[config.mk]
export PLATFORM = sky130hd
export DESIGN_NAME = multicycle_sequencer
export DESIGN_NICKNAME = d
export VERILOG_FILES = /design/src/rtl/multicycle_sequencer.sv
export SDC_FILE = /design/constraint.sdc
export NUM_CORES = 1
export LEC_CHECK = 0
export ABC_AREA = 0
export ABC_CLOCK_PERIOD_IN_PS = 1650
export CAP_MARGIN = 20
export CORE_ASPECT_RATIO = 1.2
export CORE_UTILIZATION = 33
export CTS_BUF_LIST = sky130_fd_sc_hd__clkbuf_4 sky130_fd_sc_hd__clkbuf_8
export CTS_CLUSTER_DIAMETER = 120
export CTS_CLUSTER_SIZE = 28
export DETAILED_ROUTE_END_ITERATION = 8
export GPL_TIMING_DRIVEN = 0
export PLACE_DENSITY_LB_ADDON = 0.3
export SYNTH_ARGS = -nofsm -noshare
export SYNTH_HDL_FRONTEND = slang
export SYNTH_SLANG_ARGS = --single-unit
[constraint.sdc]
create_clock -name clk -period 1.65 [get_ports clk]
set_clock_uncertainty 0.2 [all_clocks]
set_input_delay 0.2475 -clock clk [delete_from_list [all_inputs] [get_ports clk]]
set_output_delay 0.2475 -clock clk [all_outputs]
set_load 0.02 [all_outputs]
[src/rtl/multicycle_sequencer.sv]
// Multi-cycle fetch/decode/execute/memory/writeback controller with NZCV flags.
// Optional BRANCH_LINK_EN: branch-with-link asserts link_write_o in EXECUTE.
module multicycle_sequencer (
  input  logic        clk,
  input  logic        rst,
  input  logic [31:0] instr_i,
  input  logic [3:0]  nzcv_i,
  input  logic        mem_ready_i,
  output logic        mem_req_o,
  output logic        mem_we_o,
  output logic        mem_addr_src_o,
  output logic        ir_write_o,
  output logic        pc_write_o,
  output logic        pc_src_o,
  output logic        reg_write_src_o,
  output logic        reg_file_write_enable1_o,
  output logic        link_write_o,
  output logic [3:0]  nzcv_o,
  output logic [2:0]  state_o
);

  localparam logic [2:0] StFetch     = 3'd0;
  localparam logic [2:0] StDecode    = 3'd1;
  localparam logic [2:0] StExecute   = 3'd2;
  localparam logic [2:0] StMemory    = 3'd3;
  localparam logic [2:0] StWriteback = 3'd4;

  localparam logic [1:0] TypeDp     = 2'b00;
  localparam logic [1:0] TypeMem    = 2'b01;
  localparam logic [1:0] TypeBranch = 2'b10;
  localparam logic [1:0] TypeUndef  = 2'b11;

  logic [2:0] state_q, state_d;
  logic [3:0] flags_q, flags_d;

  logic [3:0] cond;
  logic [1:0] instr_type;
  logic       ls_bit;
  logic       cond_ok;

  assign cond       = instr_i[31:28];
  assign instr_type = instr_i[27:26];
  assign ls_bit     = instr_i[20];

  // Flags are {N,Z,C,V}; 4'hF is treated as "never" rather than unconditional.
  function automatic logic cond_pass(input logic [3:0] c, input logic [3:0] f);
    logic n, z, cy, v;
    {n, z, cy, v} = f;
    case (c)
      4'h0:    cond_pass = z;
      4'h1:    cond_pass = ~z;
      4'h2:    cond_pass = cy;
      4'h3:    cond_pass = ~cy;
      4'h4:    cond_pass = n;
      4'h5:    cond_pass = ~n;
      4'h6:    cond_pass = v;
      4'h7:    cond_pass = ~v;
      4'h8:    cond_pass = cy & ~z;
      4'h9:    cond_pass = ~cy | z;
      4'hA:    cond_pass = (n == v);
      4'hB:    cond_pass = (n != v);
      4'hC:    cond_pass = ~z & (n == v);
      4'hD:    cond_pass = z | (n != v);
      4'hE:    cond_pass = 1'b1;
      default: cond_pass = 1'b0;
    endcase
  endfunction

  assign cond_ok = cond_pass(cond, flags_q);

  always_ff @(posedge clk) begin
    if (rst) begin
      state_q <= StFetch;
      flags_q <= '0;
    end else begin
      state_q <= state_d;
      flags_q <= flags_d;
    end
  end

  always_comb begin
    state_d = state_q;
    flags_d = flags_q;
    case (state_q)
      StFetch: begin
        if (mem_ready_i) state_d = StDecode;
      end
      StDecode: begin
        state_d = (cond_ok && instr_type != TypeUndef) ? StExecute : StFetch;
      end
      StExecute: begin
        case (instr_type)
          TypeDp: begin
            state_d = StWriteback;
            if (ls_bit) flags_d = nzcv_i;
          end
          TypeMem: state_d = StMemory;
          default: state_d = StFetch;
        endcase
      end
      StMemory: begin
        if (mem_ready_i) state_d = ls_bit ? StWriteback : StFetch;
      end
      StWriteback: state_d = StFetch;
      default:     state_d = StFetch;
    endcase
  end

  logic link_hit;

  // Every output is forced low while rst is held, independent of the current state.
  always_comb begin
    mem_req_o                = 1'b0;
    mem_we_o                 = 1'b0;
    mem_addr_src_o           = 1'b0;
    ir_write_o               = 1'b0;
    pc_write_o               = 1'b0;
    pc_src_o                 = 1'b0;
    reg_write_src_o          = 1'b0;
    reg_file_write_enable1_o = 1'b0;
    link_hit                 = 1'b0;
    nzcv_o                   = 4'h0;
    state_o                  = 3'd0;
    if (!rst) begin
      nzcv_o  = flags_q;
      state_o = state_q;
      case (state_q)
        StFetch: begin
          mem_req_o = 1'b1;
          if (mem_ready_i) begin
            ir_write_o = 1'b1;
            pc_write_o = 1'b1;
          end
        end
        StExecute: begin
          if (instr_type == TypeBranch) begin
            pc_write_o = 1'b1;
            pc_src_o   = 1'b1;
            link_hit   = 1'b1;
          end
        end
        StMemory: begin
          mem_req_o      = 1'b1;
          mem_addr_src_o = 1'b1;
          mem_we_o       = ~ls_bit;
        end
        StWriteback: begin
          reg_file_write_enable1_o = 1'b1;
          reg_write_src_o          = (instr_type == TypeMem);
        end
        default: ;
      endcase
    end
  end

`ifdef BRANCH_LINK_EN
  assign link_write_o = link_hit & instr_i[24];

  logic unused_instr;
  assign unused_instr = ^{instr_i[25], instr_i[23:21], instr_i[19:0]};
`else
  assign link_write_o = 1'b0;

  logic unused_instr;
  assign unused_instr = ^{instr_i[25:21], instr_i[19:0], link_hit};
`endif

endmodule
---- Yosys cells after proc, flatten, opt, wreduce, memory -nomap -nowiden ----
Cells that the tools add are included.
Widths: inputs -> output; s select.
word-level totals
  register bits ........................... 7
  bits in latches ......................... 0
  RAM bits ................................ 0
  memory bits (read-only) ................. 0
  bits of input ports ..................... 39
  word-level logic and storage cells ...... 70
  memories kept ........................... 0
operators by class
  $add $sub $neg .......................... 0
  multipliers ............................. 0
  divide/modulo/power cells ............... 0
  order comparisons ....................... 0
  equality and inequality tests ........... 25
  shifts and indexed selects .............. 0
  muxes and demuxes ....................... 27
  bitwise operators ....................... 9
  reductions and logical operators ........ 7
operator list
  operator            number
  $eq 4x4->1 const B  7
  $mux 1              17
  $eq 4x3->1 const B  4
  $pmux 1 s15         1
  $mux 3              4
  $pmux 3 s4          1
  $eq 4x2->1 const B  2
  $eq 3x2->1 const B  2
  $ne 2x2->1 const B  3
  $pmux 3 s2          1
  $not 1->1           5
  $eq 4x1->1 const B  1
  $logic_not 4->1     1
  $mux 4              1
  $eq 3x1->1 const B  1
  $eq 3x3->1 const B  1
  $logic_not 3->1     1
  $reduce_and 3->1    1
  $and 1x1->1         2
  $eq 2x1->1 const B  1
  $eq 2x2->1 const B  1
  $logic_not 2->1     1
  $mux 2              1
  $or 1x1->1          2
  other kinds (6)     6

---- Depth between registers and ports, before layout ----
  depth after elaboration ................. 6
  gate-level depth with buffers ........... 5
  depth with buffers taken out ............ 4

---- Least setup slack after synthesis ----
OpenSTA, ideal clock, no wires.
  kind .................................... flip-flop to output port
  from .................................... register state_q[2]
  to ...................................... output reg_write_src_o
  data arrival time ....................... 1.615 ns
  required time ........................... 1.202 ns
  setup slack ............................. -0.413 ns
  stages on the path, launching flop included .. 4
  buffers on the path ..................... 0
  cell sequence ........................... dfxtp_1 nor2b_1 and2_1 nor3b_1
between the ends
  cells in the longest elaborated chain, start to end .. 3
ends and longest elaborated chain
  item                      line  source
  start: declaration        33    logic [2:0] state_q, state_d;
  start signal: assignment  73    state_q <= StFetch;
  start signal: assignment  76    state_q <= state_d;
  $eq 3x3->1                127   case (state_q)
  $mux 1                    127
  $mux 1                    124   if (!rst) begin
  end: declaration          15    output logic reg_write_src_o,
No other way between the ends.

---- Worst setup path after layout ----
  from .................................... register state_q[2]
  to ...................................... output pc_write_o
between the ends
  cells in the longest elaborated chain, start to end .. 3
ends and longest elaborated chain
  item                                           line  source
  $eq 3x2->1 or $logic_not 3->1 (tied branches)  127
  $pmux 1 s2 *                                   127
  $mux 1 *                                       124
  end: declaration                               13    output logic pc_write_o,
Every way passes the cells marked *; elsewhere a longest branch is shown, timed or not.

==> results.toml <==
[placement]
place_hpwl_um = 1255
io_buffers = 26
gp_congestion = 0.7851
dp_slack_ns = -0.9451
placed_cells = 130
post_dp_cell_area_sq_um = 975.9

[finish]
antennaDiodeCount = 0
fillers = 168
fin_util = 0.6119
area_growth_pct = 71.40
fin_nets = 164
fin_cells = 143
drive_above_1_share = 0.4194
design_area_sq_um = 1132

[min_path]
min_path_type = "input port to flop"

[synth]
synth-edff-count = 0
syn-cell-area_sq_um = 660.6
yosys.area.top_type = "dfxtp_1"
dominantRegCellSynth = "dfxtp_1"
yosysUniqueCellTypes = 37
syn_nets = 124
syn_inst = 85
syn_area_per_cell_sq_um = 7.772
async_flop_share = 0
yosys.area.top_type_share = 0.2121
synthTopCellsByCount = "nor2b_1, nor2_1, dfxtp_1, mux2i_1"
synth_seq_cells = 7
yosys_warnings = 0
ys_seq_area_frac = 0.2121
synth.most_common_cell = "nor2b_1"
yosys-top-cells-area = "dfxtp_1, nor2b_1, mux2i_1"

[outcome]
outcome = "complete, but fails checks"
failed_checks = "setup timing"

[global_route]
grt_pass1_vias = 734
track_usage = 0.1834
grt_pass1_wl_um = 3111
antenna_found_initial = 0
grt_start_max_net_pins = 11
overflow = 0

[floorplanning]
die_h_um = 51.02
fp.dieArea_sq_um = 2186
rows = 17
io_pins = 55
die_w_um = 42.85
initial_utilization = 0.3570
coreArea_sq_um = 1851

[power_and_ir_drop]
p_per_area_nw_per_um2 = 449.0
power.leakage_nw = 0.5402
vdd_drop_max_v = 0.0004235
power_mw = 0.5084

[route]
wl_per_cell_um = 14.01
first_iter_violations = 7
drc = 0
dr.pass1.iters = 4
ant_nets = 0
vias_per_cell = 5.350
via_count = 765
totalWireLength_um = 2003

[clock_tree]
cts_buffers = 3
clockRootBuffer = "clkbuf_4"
cts_buffer_depth = 2
cts_tree = "done"
cts_sinks = 7
cts-htree-levels = 1
clkTransAtPathRegs_ns = 0.05
clock_latency_ns = 0.25

[timing]
drv_slew = 0
hold_violations = 0
worst_slack_ns = -0.1529
clock.fmax_mhz = 554.7
fin_tns_setup_ns = -0.3863
finalSetupViolCount = 4
rsz0062_at_grt = "true"
post-route-period-util = 1.093
whs_ns = 0.2407
final.min_clock_period_ns = 1.803

[critical_path]
critPathLaunch = "state_q[2]$_SDFFE_PP0P_"
crit_type = "flop to output pin"
reg2reg_slack_ns = 0.05
cp-start-kind = "flop"
worstSetupEndpointType = "output pin"
r2r-end = "state_q[1]$_SDFFE_PP0P_"
worstReg2RegStart = "state_q[0]$_SDFFE_PP0P_"
critPathRequiredTime_ns = 1.20
crit_end = "pc_write_o"
arrival_ns = 1.36
reg2reg_depth = 5
crit_fanout = 5

[run]
maxCapViolations = 0
-- placed cells by master, fill, tap and decap left out, types with 3 or more instances in the layout --
cell,count
buf_4,11
nor2b_1,8
mux2i_1,7
buf_2,7
nor2_1,6
dlygate4sd2_1,6
clkbuf_4,5
buf_6,5
clkdlybuf4s50_1,5
nand2_1,3
a21oi_1,3
dfxtp_1,3
clkdlybuf4s15_1,3
-- sequential cells by signal (all words and copies together), names as in the netlist --
register and flops:
flags_q 4, state_q 3
-- routing by layer --
metal	vias to the layer above	wire length (um)	GRT usage
met1	349	810	0.1923
met2	29	1027	0.3258
met3	5	124	0.04594
met4	0	40	0.1042
met5	-	0	0
li1	382	-	-
-- worst min-delay path by stage --
| stage | start | endpoint | cells past startpoint |
|---|---|---|---|
| after detailed placement | flags_q[2]$_SDFFE_PP0P_ | flags_q[2]$_SDFFE_PP0P_ | 2 |
| after global routing | mem_ready_i | state_q[0]$_SDFFE_PP0P_ | 2 |
| after global placement | flags_q[2]$_SDFFE_PP0P_ | flags_q[2]$_SDFFE_PP0P_ | 2 |
| final | mem_ready_i | state_q[0]$_SDFFE_PP0P_ | 2 |
| after floorplan | mem_ready_i | state_q[0]$_SDFFE_PP0P_ | 1 |
| after CTS | mem_ready_i | state_q[0]$_SDFFE_PP0P_ | 2 |
-- critical path, stage by stage (launching register included) --
cell	delay (ns)
dfxtp_4	0.37
nor2_4	0.12
nand2_2	0.09
nor4b_4	0.25
or2_4	0.17
buf_6	0.10
-- report_power, final --
part	switching (mW)	leakage (nW)	internal, mW
clock	0.0631	0.0184	0.109
sequential	0.00332	0.0591	0.169
combinational	0.0788	0.463	0.0851
total	0.145	0.540	0.363
-- cell families (layout without fill, tap and decap cells) --
| logic type | after synthesis | after routing | share of synthesized area |
|---|---|---|---|
| muxes | 7 | 7 | 0.1061 |
| AOI/OAI and AO/OA | 14 | 14 | 0.1534 |
| buffers and inverters | 8 | 47 | 0.06059 |
| other | 1 | 1 | 0.005676 |
| and+or+nand+nor | 46 | 46 | 0.4356 |
| DFF | 7 | 7 | 0.2121 |
| xor gates and xnor gates | 2 | 2 | 0.02652 |
-- what timing repair did --
action,CTS,global route
buffers inserted,4,3
hold buffers,0,0
pin swaps,3,1
endpoints found under the setup margin,18,15
resized for setup,69,22
gates cloned,0,2
endpoints found under the hold margin,0,0
-- layout make-up --
type / instances / area, sq um / share of cell area
Inverter: 1 / 3.754 / 0.003315
Tap cell: 19 / 23.77 / 0.02099
Clock buffer: 4 / 30.03 / 0.02652
Buffer: 7 / 58.81 / 0.05193
Sequential cell: 7 / 150.1 / 0.1326
Multi-Input combinational cell: 70 / 575.6 / 0.5083
Timing Repair Buffer: 35 / 290.3 / 0.2564
Power figures use the tool's default switching activity.
==> RTL edit 1: new RTL, same flow settings <==
Reset style: asynchronous (`rst`), changed in one clocked block.
--- a/src/rtl/multicycle_sequencer.sv
+++ b/src/rtl/multicycle_sequencer.sv
@@ -68,7 +68,7 @@
 
   assign cond_ok = cond_pass(cond, flags_q);
 
-  always_ff @(posedge clk) begin
+  always_ff @(posedge clk or posedge rst) begin
     if (rst) begin
       state_q <= StFetch;
       flags_q <= '0;
Check against the original RTL: no difference found for any inputs over 10 cycles, from zero or initial values and one cycle with rst high; that may be too few to reach the edited logic, so the function may still have changed.
==> RTL edit 1 against the unedited design <==
Routed wire length fell by 0.65%; synthesized area grew 1.3%; count of clock-buffer cells in the layout decreased by 1; die area up 1.3%; critical path depth stayed put; the flow still finishes with violations (negative setup slack); design area grew 1.9%; worst setup slack worse by 0.056 ns; first-iteration DRC count decreased by 57%; synthesized cell count is 7.1% lower; via count down 1.7%; sequential cell count did not move.
Power is not compared: it rests on default switching activity, and its combinational part moved more than twofold at a synthesized area within 25%.
==> RTL edit 1: results <==
# TYPE chip_impl_metric gauge
chip_impl_info{name="outcome",value="finished, violations left"} 1
chip_impl_info{name="failed_checks",value="negative setup slack"} 1
chip_impl_metric{name="globalRouteMet3Util",unit="%"} 3.53
chip_impl_metric{name="met2_track_demand_over_resource",unit="%"} 28.1
chip_impl_info{name="netlist_top_cells_area",value="sky130_fd_sc_hd__dfrtp_1, sky130_fd_sc_hd__nor2b_1, sky130_fd_sc_hd__mux2_2"} 1
chip_impl_metric{name="hpwl_after_detailed_placement",unit="mm"} 1.22
chip_impl_metric{name="mean_syn_cell_area",unit="sq um"} 8.47
chip_impl_info{name="worst_r2r_endpoint",value="state_q[1]$_DFFE_PP0P_"} 1
chip_impl_metric{name="dpl.cell_count",unit=""} 125
chip_impl_metric{name="gr-usage-met1",unit="%"} 19.5
chip_impl_info{name="synth_top_flop_cell",value="sky130_fd_sc_hd__dfrtp_1"} 1
chip_impl_metric{name="wirelength",unit="mm"} 1.99
chip_impl_metric{name="ff2ff_setup_slack",unit="ns"} -0.01
chip_impl_metric{name="gp_routability_congestion",unit=""} 0.867
chip_impl_metric{name="drt_iter0_markers",unit=""} 3
chip_impl_info{name="r2r-start",value="state_q[0]$_DFFE_PP0P_"} 1
chip_impl_metric{name="wire_length_of_the_first_global_routing_pass",unit="mm"} 2.80
chip_impl_metric{name="syn-num-nets",unit=""} 118
chip_impl_metric{name="crit_arrival",unit="ns"} 1.41
chip_impl_metric{name="netlist-cell-type-count",unit=""} 36
chip_impl_info{name="crit_path_end",value="reg_write_src_o"} 1
chip_impl_metric{name="final_critical_path_setup_slack",unit="ns"} -0.208
chip_impl_metric{name="number_of_setup_violations_in_the_final_report",unit=""} 9
chip_impl_info{name="min-delay-path-class",value="in2async"} 1
chip_impl_info{name="post_synth_most_frequent_cells",value="sky130_fd_sc_hd__nor2b_1, sky130_fd_sc_hd__dfrtp_1, sky130_fd_sc_hd__nor2_1"} 1
-- RTL edit 1: cell types whose count changed in the layout (fill, tap and decap cells not counted), moves of 4 or more --
cell                      change
sky130_fd_sc_hd__buf_6        +7
sky130_fd_sc_hd__dfrtp_2      +4
sky130_fd_sc_hd__mux2_2       +4
sky130_fd_sc_hd__mux2i_1      -6
sky130_fd_sc_hd__nor3b_1      +4
sky130_fd_sc_hd__xor2_1       +4
-- RTL edit 1: critical path, cell delays in order, from the launching register on --
cell and delay (ns):
sky130_fd_sc_hd__dfrtp_1 0.42, sky130_fd_sc_hd__buf_6 0.14, sky130_fd_sc_hd__nor3_4 0.18, sky130_fd_sc_hd__buf_4 0.14, sky130_fd_sc_hd__and3_4 0.18, sky130_fd_sc_hd__buf_6 0.11
-- RTL edit 1: power by group through the flow --
stage	combinational, W	clock [W]	sequential (W)
floorplan	0.000297	0	0.000267
global placement	0.000430	0	0.000288
detailed placement	0.000435	0	0.000290
CTS	0.000479	0.000162	0.000286
global route	0.000558	0.000171	0.000302
finish	0.000522	0.000153	0.000292
-- RTL edit 1: through the flow --
step | setup slack (ns) | TNS (ns)
after floorplan | -0.0290 | -0.0290
after global placement | -0.889 | -8.75
after detailed placement | -0.886 | -8.93
after CTS | -0.157 | -0.477
after global routing | -0.286 | -1.70
final | -0.208 | -1.06
-- RTL edit 1: final cells by class --
cell class / count / area, sq um
clock buffer: 3 / 22.5
tap: 19 / 23.8
inverter: 1 / 3.75
multi-input combinational: 67 / 537
clock inverter: 1 / 5.00
sequential: 7 / 180
timing repair buffer: 38 / 352
buffer: 3 / 30.0
fill: 165 / 718
-- RTL edit 1: cell families (layout without fill, tap and decap cells) --
logic type      count (synthesis)  after routing  share of synthesized area, %
flops                           7              7                          26.2
mux                             5              5                          8.22
simple gates                   46             46                          43.0
other cells                     1              1                         0.560
buf+inv                         5             46                          4.86
compound gates                  9              9                          9.35
xor+xnor                        6              6                          7.85
-- RTL edit 1: timing repair --
action / 4_1_cts / 5_1_grt
buffers inserted: 6 / 5
endpoints found under the setup margin: 20 / 18
gates resized for setup: 75 / 19
pin swaps: 3 / 6
-- RTL edit 1: worst min-delay path by stage --
stage | end | slack, ns
floorplan | flags_q[0]$_DFFE_PP0P_ | 0.02
global placement | flags_q[1]$_DFFE_PP0P_ | 0.38
detailed placement | flags_q[1]$_DFFE_PP0P_ | 0.38
CTS | flags_q[2]$_DFFE_PP0P_ | 0.05
global route | state_q[0]$_DFFE_PP0P_ | 0.08
finish | state_q[0]$_DFFE_PP0P_ | 0.06
-- RTL edit 1: routing by layer --
layer	part of all wire (%)	vias to the layer above	wire length [um]
li1	-	361	-
met4	0.75	0	15
met1	38	353	753
met2	55	36	1100
met3	6.1	2	122
met5	0	-	0
==> RTL edit 2: new RTL, config.mk and constraints unchanged <==
Made on the original files. Build with the macro `BRANCH_LINK_EN` defined.
--- a/src/rtl/multicycle_sequencer.sv
+++ b/src/rtl/multicycle_sequencer.sv
@@ -1,5 +1,7 @@
 // Multi-cycle fetch/decode/execute/memory/writeback controller with NZCV flags.
 // Optional BRANCH_LINK_EN: branch-with-link asserts link_write_o in EXECUTE.
+`define BRANCH_LINK_EN
+
 module multicycle_sequencer (
   input  logic        clk,
   input  logic        rst,
Check against the original RTL: not equivalent (a bounded check fails within 4 cycles, from zero or initial values and one cycle with rst high).
==> RTL edit 2 against the unedited design <==
The flow still finishes with violations (negative setup slack); total power fell by 7.2%; sequential cell count stayed put; synthesized area decreased by 8.5%; routed wire length down 6.2%; design area decreased by 5.7%; count of clock-buffer cells in the layout unchanged; fmax grew 0.13%; critical path type unchanged; worst setup slack improved by 0.0023 ns.
==> RTL edit 2: results <==
# TYPE chip_impl_metric gauge
chip_impl_info{name="outcome",value="finished, violations left"} 1
chip_impl_info{name="failed_checks",value="negative setup slack"} 1
chip_impl_metric{name="syn-num-nets",unit=""} 120
chip_impl_metric{name="dpl.cell_count",unit=""} 128
chip_impl_metric{name="mean_syn_cell_area",unit="sq um"} 7.46
chip_impl_metric{name="critPathMaxFanout",unit=""} 6
chip_impl_metric{name="drt_iter0_markers",unit=""} 1
chip_impl_metric{name="wire_length_of_the_first_global_routing_pass",unit="mm"} 3.04
chip_impl_metric{name="gp_routability_congestion",unit=""} 0.734
chip_impl_info{name="critical_path.top_delay_family",value="simple AND/OR/NAND/NOR gates"} 1
chip_impl_info{name="top_regs",value="flags_q: 4 flops, state_q: 3 flops"} 1
chip_impl_info{name="synth_top_flop_cell",value="sky130_fd_sc_hd__dfxtp_1"} 1
chip_impl_info{name="netlist_top_cells_area",value="sky130_fd_sc_hd__dfxtp_1, sky130_fd_sc_hd__mux2i_1, sky130_fd_sc_hd__nor2b_1"} 1
chip_impl_metric{name="drt_first_pass_iters",unit=""} 2
chip_impl_metric{name="grt_util_all_layers",unit="%"} 22.7
chip_impl_metric{name="largest_vdd_supply_drop",unit="V"} 0.000598
chip_impl_metric{name="post_layout_nonfiller_instances",unit=""} 141
chip_impl_info{name="post_synth_most_frequent_cells",value="sky130_fd_sc_hd__nor2_1, sky130_fd_sc_hd__dfxtp_1, sky130_fd_sc_hd__nor2b_1"} 1
chip_impl_metric{name="wirelength",unit="mm"} 1.88
chip_impl_metric{name="place.port_buffers",unit=""} 29
chip_impl_metric{name="seq_area_frac_synth",unit="%"} 23.2
chip_impl_metric{name="biggest_cell_delay_along_the_critical_path",unit="ns"} 0.39
chip_impl_metric{name="setup_total_negative_slack",unit="ns"} -0.611
chip_impl_metric{name="final_critical_path_setup_slack",unit="ns"} -0.151
chip_impl_metric{name="drive_gt1_share",unit="%"} 38.2
chip_impl_metric{name="leakage",unit="nW"} 0.516
chip_impl_metric{name="netlist-cell-type-count",unit=""} 29
chip_impl_metric{name="number_of_setup_violations_in_the_final_report",unit=""} 6
chip_impl_metric{name="hpwl_after_detailed_placement",unit="mm"} 1.23
RTL edit 2: cells by family after synthesis:
family | share of synthesized area (%)
DFF | 23.2
and+or+nand+nor | 41.2
AOI/OAI and AO/OA | 13.9
buffers and inverters | 4.76
muxes | 8.28
xor gates and xnor gates | 8.70
RTL edit 2: power breakdown:
part	internal [W]	leakage (nW)	switching, W
Clock	0.000109	0.0184	0.0000629
Combinational	0.0000659	0.438	0.0000609
Sequential	0.000168	0.0599	0.00000532
Total	0.000343	0.516	0.000129
RTL edit 2: final cells by class:
class                           instances  area (sq um)
Timing Repair Buffer                   39           355
Tap cell                               18          22.5
Inverter                                4          17.5
Multi-Input combinational cell         67           478
Sequential cell                         7           154
Clock buffer                            4          30.0
Buffer                                  2          10.0
Fill cell                             156           614
RTL edit 2: path summary, 6_finish.rpt:
check / startpoint / to / slack [ns] / cells after the start
worst min register to register: state_q[2]$_SDFFE_PP0P_ / state_q[0]$_SDFFE_PP0P_ / 0.30 / 1
worst max-delay path: state_q[1]$_SDFFE_PP0P_ / link_write_o / -0.15 / 5
worst min-delay path: mem_ready_i / state_q[1]$_SDFFE_PP0P_ / 0.24 / 2
worst max register to register: state_q[2]$_SDFFE_PP0P_ / state_q[1]$_SDFFE_PP0P_ / 0.06 / 6
RTL edit 2: stage by stage:
stage / worst slack, ns / area (sq um) / total power, W
finish: -0.151 / 1070 / 0.000472
global route: -0.203 / 1070 / 0.000503
CTS: -0.182 / 1050 / 0.000469
detailed placement: -0.882 / 917 / 0.000291
global placement: -0.894 / 917 / 0.000289
floorplan: 0.0183 / 604 / 0.000230
RTL edit 2: timing repair:
item,in CTS,in global routing
endpoints found under the setup margin,17,14
pin swaps,0,4
gates resized for setup,87,15
buffers inserted,8,2
RTL edit 2: layer usage:
| metal | wire length [um] | track usage (%) | vias up |
|---|---|---|---|
| met4 | 99 | 19.4 | 0 |
| met5 | 0 | 0 | - |
| met2 | 953 | 35.9 | 25 |
| met3 | 97 | 4.57 | 9 |
| li1 | - | - | 373 |
| met1 | 730 | 22.9 | 339 |
